`src/rtl/pof_stream_pkg.sv`:
```
// Shared types and helpers for the sow/eow-framed rts/rtr stream blocks.
// Window FSM state encoding and the input-to-accumulator extension helper.
package pof_stream_pkg;

  localparam int EXT_MAX_W = 64;

  typedef enum logic [0:0] {
    ST_IDLE  = 1'b0,
    ST_ACCUM = 1'b1
  } state_t;

  // Extends the low in_w bits of val to EXT_MAX_W, sign- or zero-filling the rest.
  function automatic logic [EXT_MAX_W-1:0] ext_to_acc(
    input logic [EXT_MAX_W-1:0] val,
    input int                   in_w,
    input bit                   is_signed
  );
    logic [EXT_MAX_W-1:0] r;
    r = '0;
    for (int i = 0; i < EXT_MAX_W; i++) begin
      if (i < in_w) r[i] = val[i];
      else          r[i] = is_signed ? val[in_w-1] : 1'b0;
    end
    return r;
  endfunction

endpackage

```
`src/rtl/stream_window_accumulator_if.sv`:
```
// Framed rts/rtr stream: one beat moves when rts and rtr are both high.
// The master drives the beat, the slave drives rtr.
interface stream_window_accumulator_if #(
  parameter int DW = 16
);
  logic          rts;
  logic          rtr;
  logic          sow;
  logic          eow;
  logic [DW-1:0] data;

  modport master (output rts, sow, eow, data, input rtr);
  modport slave  (input rts, sow, eow, data, output rtr);
endinterface

```
`src/rtl/stream_window_accumulator.sv`:
```
// Sums each sow..eow window into one single-beat result (sum, count, overflow).
// Latency 1 cycle from eow transfer to result; input stalls while an unread result is held.
module stream_window_accumulator
  import pof_stream_pkg::*;
#(
  parameter int IN_WIDTH  = 16,
  parameter int ACC_WIDTH = 32,
  parameter int CNT_WIDTH = 16,
  parameter bit SIGNED    = 1'b1
) (
  input  logic                         clk,
  input  logic                         rst_n,
  stream_window_accumulator_if.slave   up,
  stream_window_accumulator_if.master  dn,
  output logic [CNT_WIDTH-1:0]         cnt_o,
  output logic                         ovf_o,
  output logic                         err_o
);

  state_t                 state_q, state_d;
  logic                   beat;
  logic                   load_first, accum, emit_single, emit_sum, set_err;
  logic [ACC_WIDTH-1:0]   ext_val, acc_q, sum, data_q;
  logic [ACC_WIDTH:0]     sum_full;
  logic [CNT_WIDTH-1:0]   cnt_q, cnt_inc;
  logic                   win_ovf_q, add_ovf, rts_q;

  assign up.rtr  = ~rts_q | dn.rtr;
  assign beat    = up.rts & up.rtr;
  assign dn.rts  = rts_q;
  assign dn.sow  = rts_q;
  assign dn.eow  = rts_q;
  assign dn.data = data_q;

  assign ext_val  = ACC_WIDTH'(ext_to_acc({{(EXT_MAX_W-IN_WIDTH){1'b0}}, up.data}, IN_WIDTH, SIGNED));
  assign sum_full = {1'b0, acc_q} + {1'b0, ext_val};
  assign sum      = sum_full[ACC_WIDTH-1:0];
  // Signed overflow: operands agree in sign but the result does not.
  assign add_ovf  = SIGNED ? ((acc_q[ACC_WIDTH-1] == ext_val[ACC_WIDTH-1]) &&
                              (sum[ACC_WIDTH-1] != acc_q[ACC_WIDTH-1]))
                           : sum_full[ACC_WIDTH];
  assign cnt_inc  = (cnt_q == {CNT_WIDTH{1'b1}}) ? cnt_q : cnt_q + CNT_WIDTH'(1);

  always_ff @(posedge clk or negedge rst_n) begin
    if (!rst_n) state_q <= ST_IDLE;
    else        state_q <= state_d;
  end

  always_comb begin
    state_d     = state_q;
    load_first  = 1'b0;
    accum       = 1'b0;
    emit_single = 1'b0;
    emit_sum    = 1'b0;
    set_err     = 1'b0;
    if (beat) begin
      if (up.sow) begin
        // A sow inside an open window abandons it and restarts here.
        set_err = (state_q == ST_ACCUM);
        if (up.eow) begin
          emit_single = 1'b1;
          state_d     = ST_IDLE;
        end else begin
          load_first = 1'b1;
          state_d    = ST_ACCUM;
        end
      end else if (state_q == ST_IDLE) begin
        set_err = 1'b1;
      end else if (up.eow) begin
        emit_sum = 1'b1;
        state_d  = ST_IDLE;
      end else begin
        accum = 1'b1;
      end
    end
  end

  always_ff @(posedge clk or negedge rst_n) begin
    if (!rst_n) begin
      acc_q     <= '0;
      cnt_q     <= '0;
      win_ovf_q <= 1'b0;
    end else if (load_first) begin
      acc_q     <= ext_val;
      cnt_q     <= CNT_WIDTH'(1);
      win_ovf_q <= 1'b0;
    end else if (accum) begin
      acc_q     <= sum;
      cnt_q     <= cnt_inc;
      win_ovf_q <= win_ovf_q | add_ovf;
    end
  end

  always_ff @(posedge clk or negedge rst_n) begin
    if (!rst_n) begin
      rts_q  <= 1'b0;
      data_q <= '0;
      cnt_o  <= '0;
      ovf_o  <= 1'b0;
      err_o  <= 1'b0;
    end else begin
      if (set_err) err_o <= 1'b1;
      if (emit_single) begin
        rts_q  <= 1'b1;
        data_q <= ext_val;
        cnt_o  <= CNT_WIDTH'(1);
        ovf_o  <= 1'b0;
      end else if (emit_sum) begin
        rts_q  <= 1'b1;
        data_q <= sum;
        cnt_o  <= cnt_inc;
        ovf_o  <= win_ovf_q | add_ovf;
      end else if (rts_q && dn.rtr) begin
        rts_q <= 1'b0;
      end
    end
  end

endmodule

```
`src/flat_wrapper.sv`:
```
// flat-port wrapper written by rule: the top's interface ports become plain ports
module stream_window_accumulator_flat import pof_stream_pkg::*;
#(
  parameter int IN_WIDTH  = 16,
  parameter int ACC_WIDTH = 32,
  parameter int CNT_WIDTH = 16,
  parameter bit SIGNED    = 1'b1
)
  (clk, rst_n, cnt_o, ovf_o, err_o, up_rts, up_sow, up_eow, up_data, up_rtr, dn_rts, dn_sow, dn_eow, dn_data, dn_rtr);
  stream_window_accumulator_if #(.DW(16)) up_i ();
  stream_window_accumulator_if #(.DW(32)) dn_i ();
  input  logic clk;
  input  logic rst_n;
  output logic [CNT_WIDTH-1:0] cnt_o;
  output logic ovf_o;
  output logic err_o;
  input wire logic [$bits(up_i.rts)-1:0] up_rts;
  input wire logic [$bits(up_i.sow)-1:0] up_sow;
  input wire logic [$bits(up_i.eow)-1:0] up_eow;
  input wire logic [$bits(up_i.data)-1:0] up_data;
  output wire logic [$bits(up_i.rtr)-1:0] up_rtr;
  output wire logic [$bits(dn_i.rts)-1:0] dn_rts;
  output wire logic [$bits(dn_i.sow)-1:0] dn_sow;
  output wire logic [$bits(dn_i.eow)-1:0] dn_eow;
  output wire logic [$bits(dn_i.data)-1:0] dn_data;
  input wire logic [$bits(dn_i.rtr)-1:0] dn_rtr;
  assign up_i.rts = up_rts;
  assign up_i.sow = up_sow;
  assign up_i.eow = up_eow;
  assign up_i.data = up_data;
  assign up_rtr = up_i.rtr;
  assign dn_rts = dn_i.rts;
  assign dn_sow = dn_i.sow;
  assign dn_eow = dn_i.eow;
  assign dn_data = dn_i.data;
  assign dn_i.rtr = dn_rtr;
  stream_window_accumulator #(.IN_WIDTH(IN_WIDTH), .ACC_WIDTH(ACC_WIDTH), .CNT_WIDTH(CNT_WIDTH), .SIGNED(SIGNED)) u_core (.clk(clk), .rst_n(rst_n), .up(up_i), .dn(dn_i), .cnt_o(cnt_o), .ovf_o(ovf_o), .err_o(err_o));
endmodule
```
`config.mk`:
```
export PLATFORM = sky130hd
export DESIGN_NAME = stream_window_accumulator_flat
export DESIGN_NICKNAME = d
export VERILOG_FILES = /design/src/rtl/pof_stream_pkg.sv /design/src/rtl/stream_window_accumulator_if.sv /design/src/rtl/stream_window_accumulator.sv /design/src/flat_wrapper.sv
export SDC_FILE = /design/constraint.sdc
export NUM_CORES = 1
export LEC_CHECK = 0
export CORE_MARGIN = 4
export CORE_UTILIZATION = 25
export CTS_CLUSTER_DIAMETER = 200
export DETAILED_ROUTE_END_ITERATION = 7
export HOLD_SLACK_MARGIN = 0.08
export RECOVER_POWER = 25
export SKIP_CTS_REPAIR_TIMING = 1
export SLEW_MARGIN = 20
export SYNTH_ARGS = -nofsm -noshare
export SYNTH_HDL_FRONTEND = slang
export SYNTH_SLANG_ARGS = --single-unit
```
`constraint.sdc`:
```
create_clock -name clk -period 2.86 [get_ports clk]
set_input_delay 0.286 -clock clk [delete_from_list [all_inputs] [get_ports clk]]
set_output_delay 0.286 -clock clk [all_outputs]
set_load 0.02 [all_outputs]
```
==> impl_metrics.yaml, run 1 <==
status:
  status: "completed"
yosys:
  netlist_area_mm2: 0.005946
  synthCells: 637
  yosysMostFrequentCell: "dfrtp_1"
  post_synth_num_cell_types: 60
  synthMuxAreaShare_pct: 1.010
  synth_ff_type: "dfrtp_1"
  ys_ff_latch: 101
  synth-edff-count: 0
  avgSynthCellArea_um2: 9.334
  ys_warn_count: 0
  yosysTopAreaCell: "dfrtp_1"
  synth_top_family_by_area: "compound AO/OA/AOI/OAI gates"
  synth_area_leaders: "dfrtp_1, ha_1, nand2_1, o21ai_0, a221o_1"
  synth-simple-area-share_pct: 15.15
  ys_top_cells_by_count: "dfrtp_1, nand2_1, o21ai_0"
  synth_fa_ha_area_share_pct: 7.071
  netlist.area_leader.share_pct: 42.51
  synth_xor_area_share_pct: 6.313
  synthArstFlopShare_pct: 100.0
  syn-num-nets: 692
  synth_compound_area_share_pct: 25.00
  seq_area_frac_synth_pct: 42.51
clocking:
  clk_pin_slew_ns: 0.07
  clockBufferDepth: 2
  cts_root_buffer: "clkbuf_16"
  clock_latency_ns: 0.37
  cts.sinks: 101
  numCtsBuffers: 9
  htree_levels: 3
  cts_tree: "yes"
finish:
  post-route-util_pct: 35.04
  regArea_mm2: 0.002527
  syn2layout_area_growth_pct: 37.90
  final_cells: 1114
  nFillCells: 2457
  antenna_cells: 0
  multi_input_area_mm2: 0.003386
  drive_gt1_share_pct: 19.37
  final_nets: 845
routing:
  route.vias.total: 5291
  ant_nets: 0
  route.detailed.drc: 0
  drtIter0Drc: 261
  dr.pass1.iters: 4
  viasPerCell: 4.750
  post_drt_wl_per_cell_um: 15.29
  routed_wl_um: 17030
pwr:
  p_per_area_mw_per_mm2: 1010
  peakVddDrop_v: 0.0004259
  pwr-share-comb_pct: 56.1
  p_leak_nw: 3.671
  intPower_w: 0.004988
  switchingPower_w: 0.003289
  swShare_pct: 39.74
  power_frac_seq_pct: 27.3
  p_clk_share_pct: 16.6
placement:
  placedCellCount: 1095
  hpwl_um: 12480
  gp_congestion: 0.8466
  dp_slack_ns: -0.5318
  port_buffers: 75
global_route:
  antenna_found_initial: 0
  grt.overflow.total: 0
  grt_pass1_wl_um: 28110
  first_global_vias: 5201
  grt_max_degree: 45
  grt_util_all_layers_pct: 13.25
setup_path:
  end_kind: "flip-flop"
  startpoint_type: "primary input"
  worstPathMaxFanout: 4
  cp.required_ns: 3.10
  critPathArrivalTime_ns: 3.04
  path_class: "primary input to flip-flop"
floorplan:
  die-width_um: 162.2
  rows: 56
  dieHeight_um: 162.2
  ios: 76
  coreArea_mm2: 0.02340
  start_util_pct: 25.41
  die-area_mm2: 0.02631
sta:
  period_needed_ns: 2.793
  tns_ns: 0
  slew-limit-headroom_pct: 24.10
  fmax_ghz: 0.3581
  whs_ns: 0.3126
  rsz0062_at_grt: "true"
  clock_skew_ns: 0.01310
  slew_viol_final: 0
  final.setup.worst_slack_ns: 0.06721
  hold_viol_final: 0
  setup_viol: 0
  worst_pin_slew_ns: 1.138
  finalCritPeriodShare_pct: 97.65
run:
  max-cap-violations: 0
worst_hold_path:
  hp-class: "primary input to flip-flop"
## power groups by stage
stage | Clock, W | Combinational [W] | Sequential, W
6_report | 0.00137 | 0.00464 | 0.00226
5_1_grt | 0.00147 | 0.00515 | 0.00233
4_1_cts | 0.00141 | 0.00448 | 0.00226
3_5_place_dp | 0 | 0.00446 | 0.00227
3_3_place_gp | 0 | 0.00441 | 0.00228
2_1_floorplan | 0 | 0.00232 | 0.00252
## kinds of logic (layout without fill, tap and decap cells)
| logic type | count (synthesis) | count (layout) |
|---|---|---|
| mux | 6 | 6 |
| simple gates | 197 | 197 |
| xor+xnor | 42 | 42 |
| buf+inv | 42 | 200 |
| compound gates | 216 | 216 |
| fa+ha+maj | 33 | 33 |
| flops | 101 | 101 |
## state kept, by name, indices dropped and copies added, names as in the netlist
name,count
u_core.cnt_o,16
u_core.err_o,1
u_core.ovf_o,1
u_core.win_ovf_q,1
u_core.state_q,1
u_core.dn.eow,1
u_core.acc_q,32
u_core.dn.data,32
u_core.cnt_q,16
## critical path, stage by stage
cell and delay [ns]:
clkdlybuf4s50_1 0.58, ha_4 0.25, nor2b_1 0.12, o21a_1 0.17, a21bo_1 0.20, a31o_4 0.26
buf_4 0.14, or4_4 0.45, a31oi_4 0.16, xnor2_2 0.09, a221o_1 0.31
## per-stage QoR
step,power (W),cell area [um2]
finish,0.008278,8199
global route,0.008952,8199
CTS,0.008143,8045
detailed placement,0.006729,7719
global placement,0.006687,7719
floorplan,0.004841,5946
## final timing paths
check | startpoint | end | slack [ns] | depth (start not counted)
setup / recovery | up_data[2] | u_core.acc_q[18]$_DFFE_PN0P_ | 0.07 | 11
hold / removal | up_data[0] | u_core.acc_q[0]$_DFFE_PN0P_ | 0.31 | 3
setup reg to reg | u_core.acc_q[0]$_DFFE_PN0P_ | u_core.acc_q[18]$_DFFE_PN0P_ | 0.07 | 12
hold reg to reg | u_core.cnt_o[1]$_DFFE_PN0P_ | u_core.cnt_o[1]$_DFFE_PN0P_ | 0.49 | 1
max in group asynchronous | rst_n | u_core.cnt_q[2]$_DFFE_PN0P_ | 0.66 | 3
min in group asynchronous | rst_n | u_core.dn.data[9]$_DFFE_PN0P_ | 0.69 | 2
## placed cells by master (no fill, tap or decap), types with 6 or more instances in the layout
cell,synthesis,final
dfrtp_1,101,101
buf_4,3,99
nand2_1,99,98
clkdlybuf4s50_1,0,73
o21ai_0,73,68
nor2_1,35,35
a21oi_1,34,33
a221o_1,29,29
ha_1,32,29
a21o_1,24,24
xor2_1,22,20
xnor2_1,19,18
nand3_1,15,15
and3_1,11,11
clkbuf_16,0,9
o21ai_1,3,8
nor3_1,6,6
mux2i_1,6,6
## per-layer routing
metal | share of wire, % | vias to the layer above | GRT usage [%]
li1 | - | 2644 | -
met2 | 45 | 92 | 20.43
met5 | 0 | - | 0
met3 | 4.6 | 15 | 3.299
met1 | 48 | 2540 | 18.55
met4 | 1.5 | 0 | 3.691
## final cells by class
cell class | count | share of cell area (%)
clock buffers | 10 | 2.915
clock inverters | 6 | 1.068
inverters | 6 | 0.2747
multi-input cells | 494 | 41.29
flip-flops and latches | 101 | 30.83
well taps | 319 | 4.868
repair buffers | 178 | 18.75
Power figures use the tool's default switching activity.
==> inputs of run 2 (changes only) <==
Settings changed: RECOVER_POWER 25 to 100.
==> run 2 against run 1 <==
- total power down 1.5%
- flip-flop and latch count unchanged
- critical path depth unchanged
- cell area down 0.23%
==> impl_metrics.yaml, run 2 (synthesis results as in run 1) <==
finish:
  final_nets: 845
  drive_gt1_share_pct: 18.87
  final_cell_mix: "dfrtp_1, nand2_1, buf_4, o21ai_0, dlygate4sd3_1"
  post-route-util_pct: 34.96
  antenna_cells: 0
  final_cells: 1114
  syn2layout_area_growth_pct: 37.58
  layout_commonest_cell: "dfrtp_1"
pwr:
  p_per_area_mw_per_mm2: 996.7
  swShare_pct: 40.14
  intPower_w: 0.004881
  peakVddDrop_v: 0.0004049
  p_leak_nw: 3.730
  pwr-share-comb_pct: 55.6
  switchingPower_w: 0.003273
  p_clk_share_pct: 16.8
  power_frac_seq_pct: 27.6
sta:
  slew_viol_final: 0
  slew-limit-headroom_pct: 24.09
  period_needed_ns: 2.791
  hold_viol_final: 0
  final.setup.worst_slack_ns: 0.06927
  clock_skew_ns: 0.01398
  finalCritPeriodShare_pct: 97.58
  rsz0062_at_grt: "true"
  fmax_ghz: 0.3583
  whs_ns: 0.3131
  worst_pin_slew_ns: 1.139
  setup_viol: 0
  tns_ns: 0
floorplan:
  dieHeight_um: 162.2
  rows: 56
  die-area_mm2: 0.02631
  coreArea_mm2: 0.02340
  die-width_um: 162.2
  start_util_pct: 25.41
  ios: 76
routing:
  routed_wl_um: 16980
  viasPerCell: 4.732
  met1Wirelength_um: 8291
  dr.pass1.iters: 4
  met2_length_um: 7733
  route.vias.total: 5271
  top_layer: "met4"
  route.detailed.drc: 0
  drtIter0Drc: 268
  routed-wl-met3_um: 701
  ant_nets: 0
  post_drt_wl_per_cell_um: 15.24
global_route:
  first_global_vias: 5201
  grt_util_all_layers_pct: 13.25
  grt_max_degree: 45
  grt_pass1_wl_um: 28110
  grt.overflow.total: 0
  antenna_found_initial: 0
setup_path:
  r2r_setup_slack_ns: 0.07
  cp.required_ns: 3.10
  startpoint_type: "primary input"
  regToRegEndpoint: "u_core.acc_q[18]$_DFFE_PN0P_"
  ff2ff_path_depth: 12
  path_class: "primary input to flip-flop"
  end_kind: "flip-flop"
  critPathArrivalTime_ns: 3.03
  worstPathMaxFanout: 4
  rr_startpoint: "u_core.acc_q[0]$_DFFE_PN0P_"
placement:
  placedCellCount: 1095
  hpwl_um: 12480
  gp_congestion: 0.8466
  port_buffers: 75
  dp_slack_ns: -0.5318
status:
  status: "completed"
clocking:
  htree_levels: 3
  clockBufferDepth: 2
  cts.sinks: 101
  numCtsBuffers: 9
  clk_pin_slew_ns: 0.07
  clock_latency_ns: 0.37
  cts_tree: "yes"
  cts_root_buffer: "clkbuf_16"
run:
  max-cap-violations: 0
worst_hold_path:
  hold_end: "u_core.acc_q[0]$_DFFE_PN0P_"
  min_from: "up_data[0]"
  hp-class: "primary input to flip-flop"
  holdPathStages: 3
run 2: changes by cell type in the layout (fill, tap and decap cells not counted), sizes merged:
cell | before | now
dlygate4sd3 | 1 | 55
clkdlybuf4s50 | 73 | 19
buf | 101 | 96
clkbuf | 12 | 17
run 2: how the worst max path moves through the flow:
stage	start	slack (ns)	end
after floorplan	u_core.acc_q[0]$_DFFE_PN0P_	0.12	u_core.dn.data[30]$_DFFE_PN0P_
after detailed placement	up_data[0]	-0.53	u_core.acc_q[30]$_DFFE_PN0P_
after global routing	u_core.acc_q[0]$_DFFE_PN0P_	-0.06	u_core.acc_q[22]$_DFFE_PN0P_
after CTS	up_data[0]	-0.16	u_core.acc_q[30]$_DFFE_PN0P_
final	up_data[2]	0.07	u_core.acc_q[18]$_DFFE_PN0P_
after global placement	up_data[0]	-0.51	u_core.dn.data[30]$_DFFE_PN0P_
run 2: cell type report:
type	instances	area (um2)
inverter	6	22.52
sequential	101	2527
fill	2462	15220
clock inverter	6	87.58
multi-input combinational	494	3383
timing repair buffer	178	1521
clock buffer	10	239.0
tap	319	399.1
run 2: power by group through the flow:
stage               clock (W)  combinational (W)  sequential [W]
global placement            0            0.00441         0.00228
floorplan                   0            0.00232         0.00252
finish                0.00137            0.00453         0.00225
detailed placement          0            0.00446         0.00227
CTS                   0.00141            0.00448         0.00226
global route          0.00147            0.00504         0.00232
run 2: layer usage:
metal  vias to the layer above  GRT usage (%)
met2                        72          20.43
met1                      2543          18.55
met3                        15          3.299
met4                         0          3.691
li1                       2641              -
met5                         -              0
run 2: per-stage QoR:
stage | total power [W] | cell area [um2]
after detailed placement | 0.006729 | 7719
after floorplan | 0.004841 | 5946
after global placement | 0.006687 | 7719
after global routing | 0.008832 | 8180
final | 0.008153 | 8180
after CTS | 0.008143 | 8045
run 2: critical path: stages:
cell and delay, ns:
clkdlybuf4s50_1 0.58, ha_4 0.25, nor2b_1 0.12, o21a_1 0.17, a21bo_1 0.20, a31o_4 0.26, buf_4 0.14, or4_4 0.45
a31oi_4 0.16, xnor2_2 0.09, a221o_1 0.31
==> inputs of run 3 (changes only) <==
Settings changed: CELL_PAD_IN_SITES_DETAIL_PLACEMENT set to 0, CELL_PAD_IN_SITES_GLOBAL_PLACEMENT set to 1, CORE_UTILIZATION 25 to 39, PLACE_DENSITY_LB_ADDON set to 0.1.
==> run 3 against run 2 <==
- the flow now finishes with violations (max-capacitance violations, max-slew violations)
- clock-buffer cell count up 1
- utilization grew 18 points
- die area shrank 34%
- non-clock buffer count shrank 14
- critical path depth up 2
- first-iteration DRC count rose by 18%
==> impl_metrics.yaml, run 3 (synthesis results as in run 1) <==
status:
  status: "finished with violations"
  violations: "max-capacitance violations, max-slew violations"
finish:
  antenna_cells: 0
  final_nets: 831
  drive_gt1_share_pct: 17.67
  syn2layout_area_growth_pct: 32.07
  layout_commonest_cell: "dfrtp_1"
  final_cell_mix: "dfrtp_1, nand2_1, buf_4, o21ai_0, dlygate4sd3_1"
  final_area_mm2: 0.007853
clocking:
  numCtsBuffers: 9
  clock_latency_ns: 0.36
  cts_root_buffer: "clkbuf_16"
  clockBufferDepth: 2
  cts.sinks: 101
  htree_levels: 3
  cts_tree: "yes"
  clk_pin_slew_ns: 0.08
pwr:
  p_leak_nw: 3.658
  peakVddDrop_v: 0.0004654
  p_per_area_mw_per_mm2: 1009
placement:
  dp_slack_ns: -0.5130
  port_buffers: 75
  hpwl_um: 11790
  gp_congestion: 0.9341
  placed_area_mm2: 0.007460
worst_hold_path:
  min_from: "up_data[0]"
  hp-class: "primary input to flip-flop"
setup_path:
  end_kind: "flip-flop"
  rr_startpoint: "u_core.acc_q[0]$_DFFE_PN0P_"
  cp.required_ns: 3.10
  crit_path_start: "u_core.acc_q[0]$_DFFE_PN0P_"
  path_class: "flip-flop to flip-flop"
  worstPathMaxFanout: 5
  r2r_setup_slack_ns: 0.04
  startpoint_type: "flip-flop"
  critPathArrivalTime_ns: 3.06
routing:
  ant_nets: 0
  drtIter0Drc: 317
  route.vias.total: 5269
  route.detailed.drc: 0
  viasPerCell: 5.460
  post_drt_wl_per_cell_um: 16.83
  dr.pass1.iters: 4
  routed_wl_um: 16240
run:
  max-cap-violations: 1
global_route:
  antenna_found_initial: 0
  grt_pass1_wl_um: 27720
  grt_max_degree: 62
  grt_util_all_layers_pct: 19.33
  grt.overflow.total: 0
  first_global_vias: 5451
sta:
  clock_skew_ns: 0.01229
  slew-limit-headroom_pct: -7.737
  setup_viol: 0
  hold_viol_final: 0
  tns_ns: 0
  final.setup.worst_slack_ns: 0.03930
  worst_pin_slew_ns: 1.616
  rsz0062_at_grt: "true"
  finalCritPeriodShare_pct: 98.63
  whs_ns: 0.3194
  fmax_ghz: 0.3545
  period_needed_ns: 2.821
  slew_viol_final: 62
floorplan:
  start_util_pct: 40.30
  rows: 44
  die-area_mm2: 0.01728
  die-width_um: 131.5
  coreArea_mm2: 0.01475
  dieHeight_um: 131.5
  ios: 76
run 3: cell count changes in the layout (fill, tap and decap cells not counted), moves of 2 or more:
cell and delta:
o21ai_0 +3, xor2_1 +2, o21ai_1 -5, buf_4 -11, xor2_2 -2, nor4_2 -2, o21ai_2 +2, clkinv_4 +2
nor4_1 +2
run 3: area by class of cell:
cell class              instances  area (um2)
inverters                       6       22.52
clock inverters                 5       48.80
repair buffers                164        1405
fillers                      1361        6902
clock buffers                  11       252.7
multi-input cells             494        3366
well taps                     184       230.2
flip-flops and latches        101        2527
run 3: worst max-delay path: stages, from the launching register on:
cell and delay (ns):
dfrtp_1 0.37, ha_2 0.19, inv_2 0.04, fa_2 0.35
nor2b_1 0.12, o21a_1 0.15, a21bo_1 0.15, a31o_4 0.18
a21oi_4 0.06, o31a_4 0.41, buf_6 0.14, o21bai_1 0.14
xor2_1 0.11, a221o_1 0.30
run 3: final timing paths:
kind                                             endpoint  depth (start not counted)
max in group asynchronous    u_core.cnt_q[10]$_DFFE_PN0P_                          2
setup / recovery             u_core.acc_q[22]$_DFFE_PN0P_                         13
hold / removal              u_core.dn.data[0]$_DFFE_PN0P_                          3
setup reg to reg             u_core.acc_q[22]$_DFFE_PN0P_                         13
hold reg to reg                  u_core.ovf_o$_DFFE_PN0P_                          2
min in group asynchronous  u_core.dn.data[17]$_DFFE_PN0P_                          1
run 3: per-layer routing:
layer | wire [um] | track usage (%) | up-vias
met5 | 0 | 0 | -
li1 | - | - | 2615
met4 | 150 | 4.726 | 0
met3 | 562 | 4.167 | 8
met1 | 7669 | 26.12 | 2550
met2 | 7856 | 31.83 | 96
run 3: through the flow:
stage          instances  util, %  power (W)
2_1_floorplan        637        -   0.004841
3_5_place_dp         948    50.56   0.006637
3_3_place_gp         948    50.56   0.006571
6_report             965    53.22   0.007924
5_1_grt              965    53.22   0.008574
4_1_cts              964    52.60   0.007942
run 3: power breakdown:
part	leakage, nW	switching (W)	internal [W]
Sequential	1.26	0.000323	0.00192
Combinational	2.25	0.00225	0.00216
Clock	0.150	0.000612	0.000658
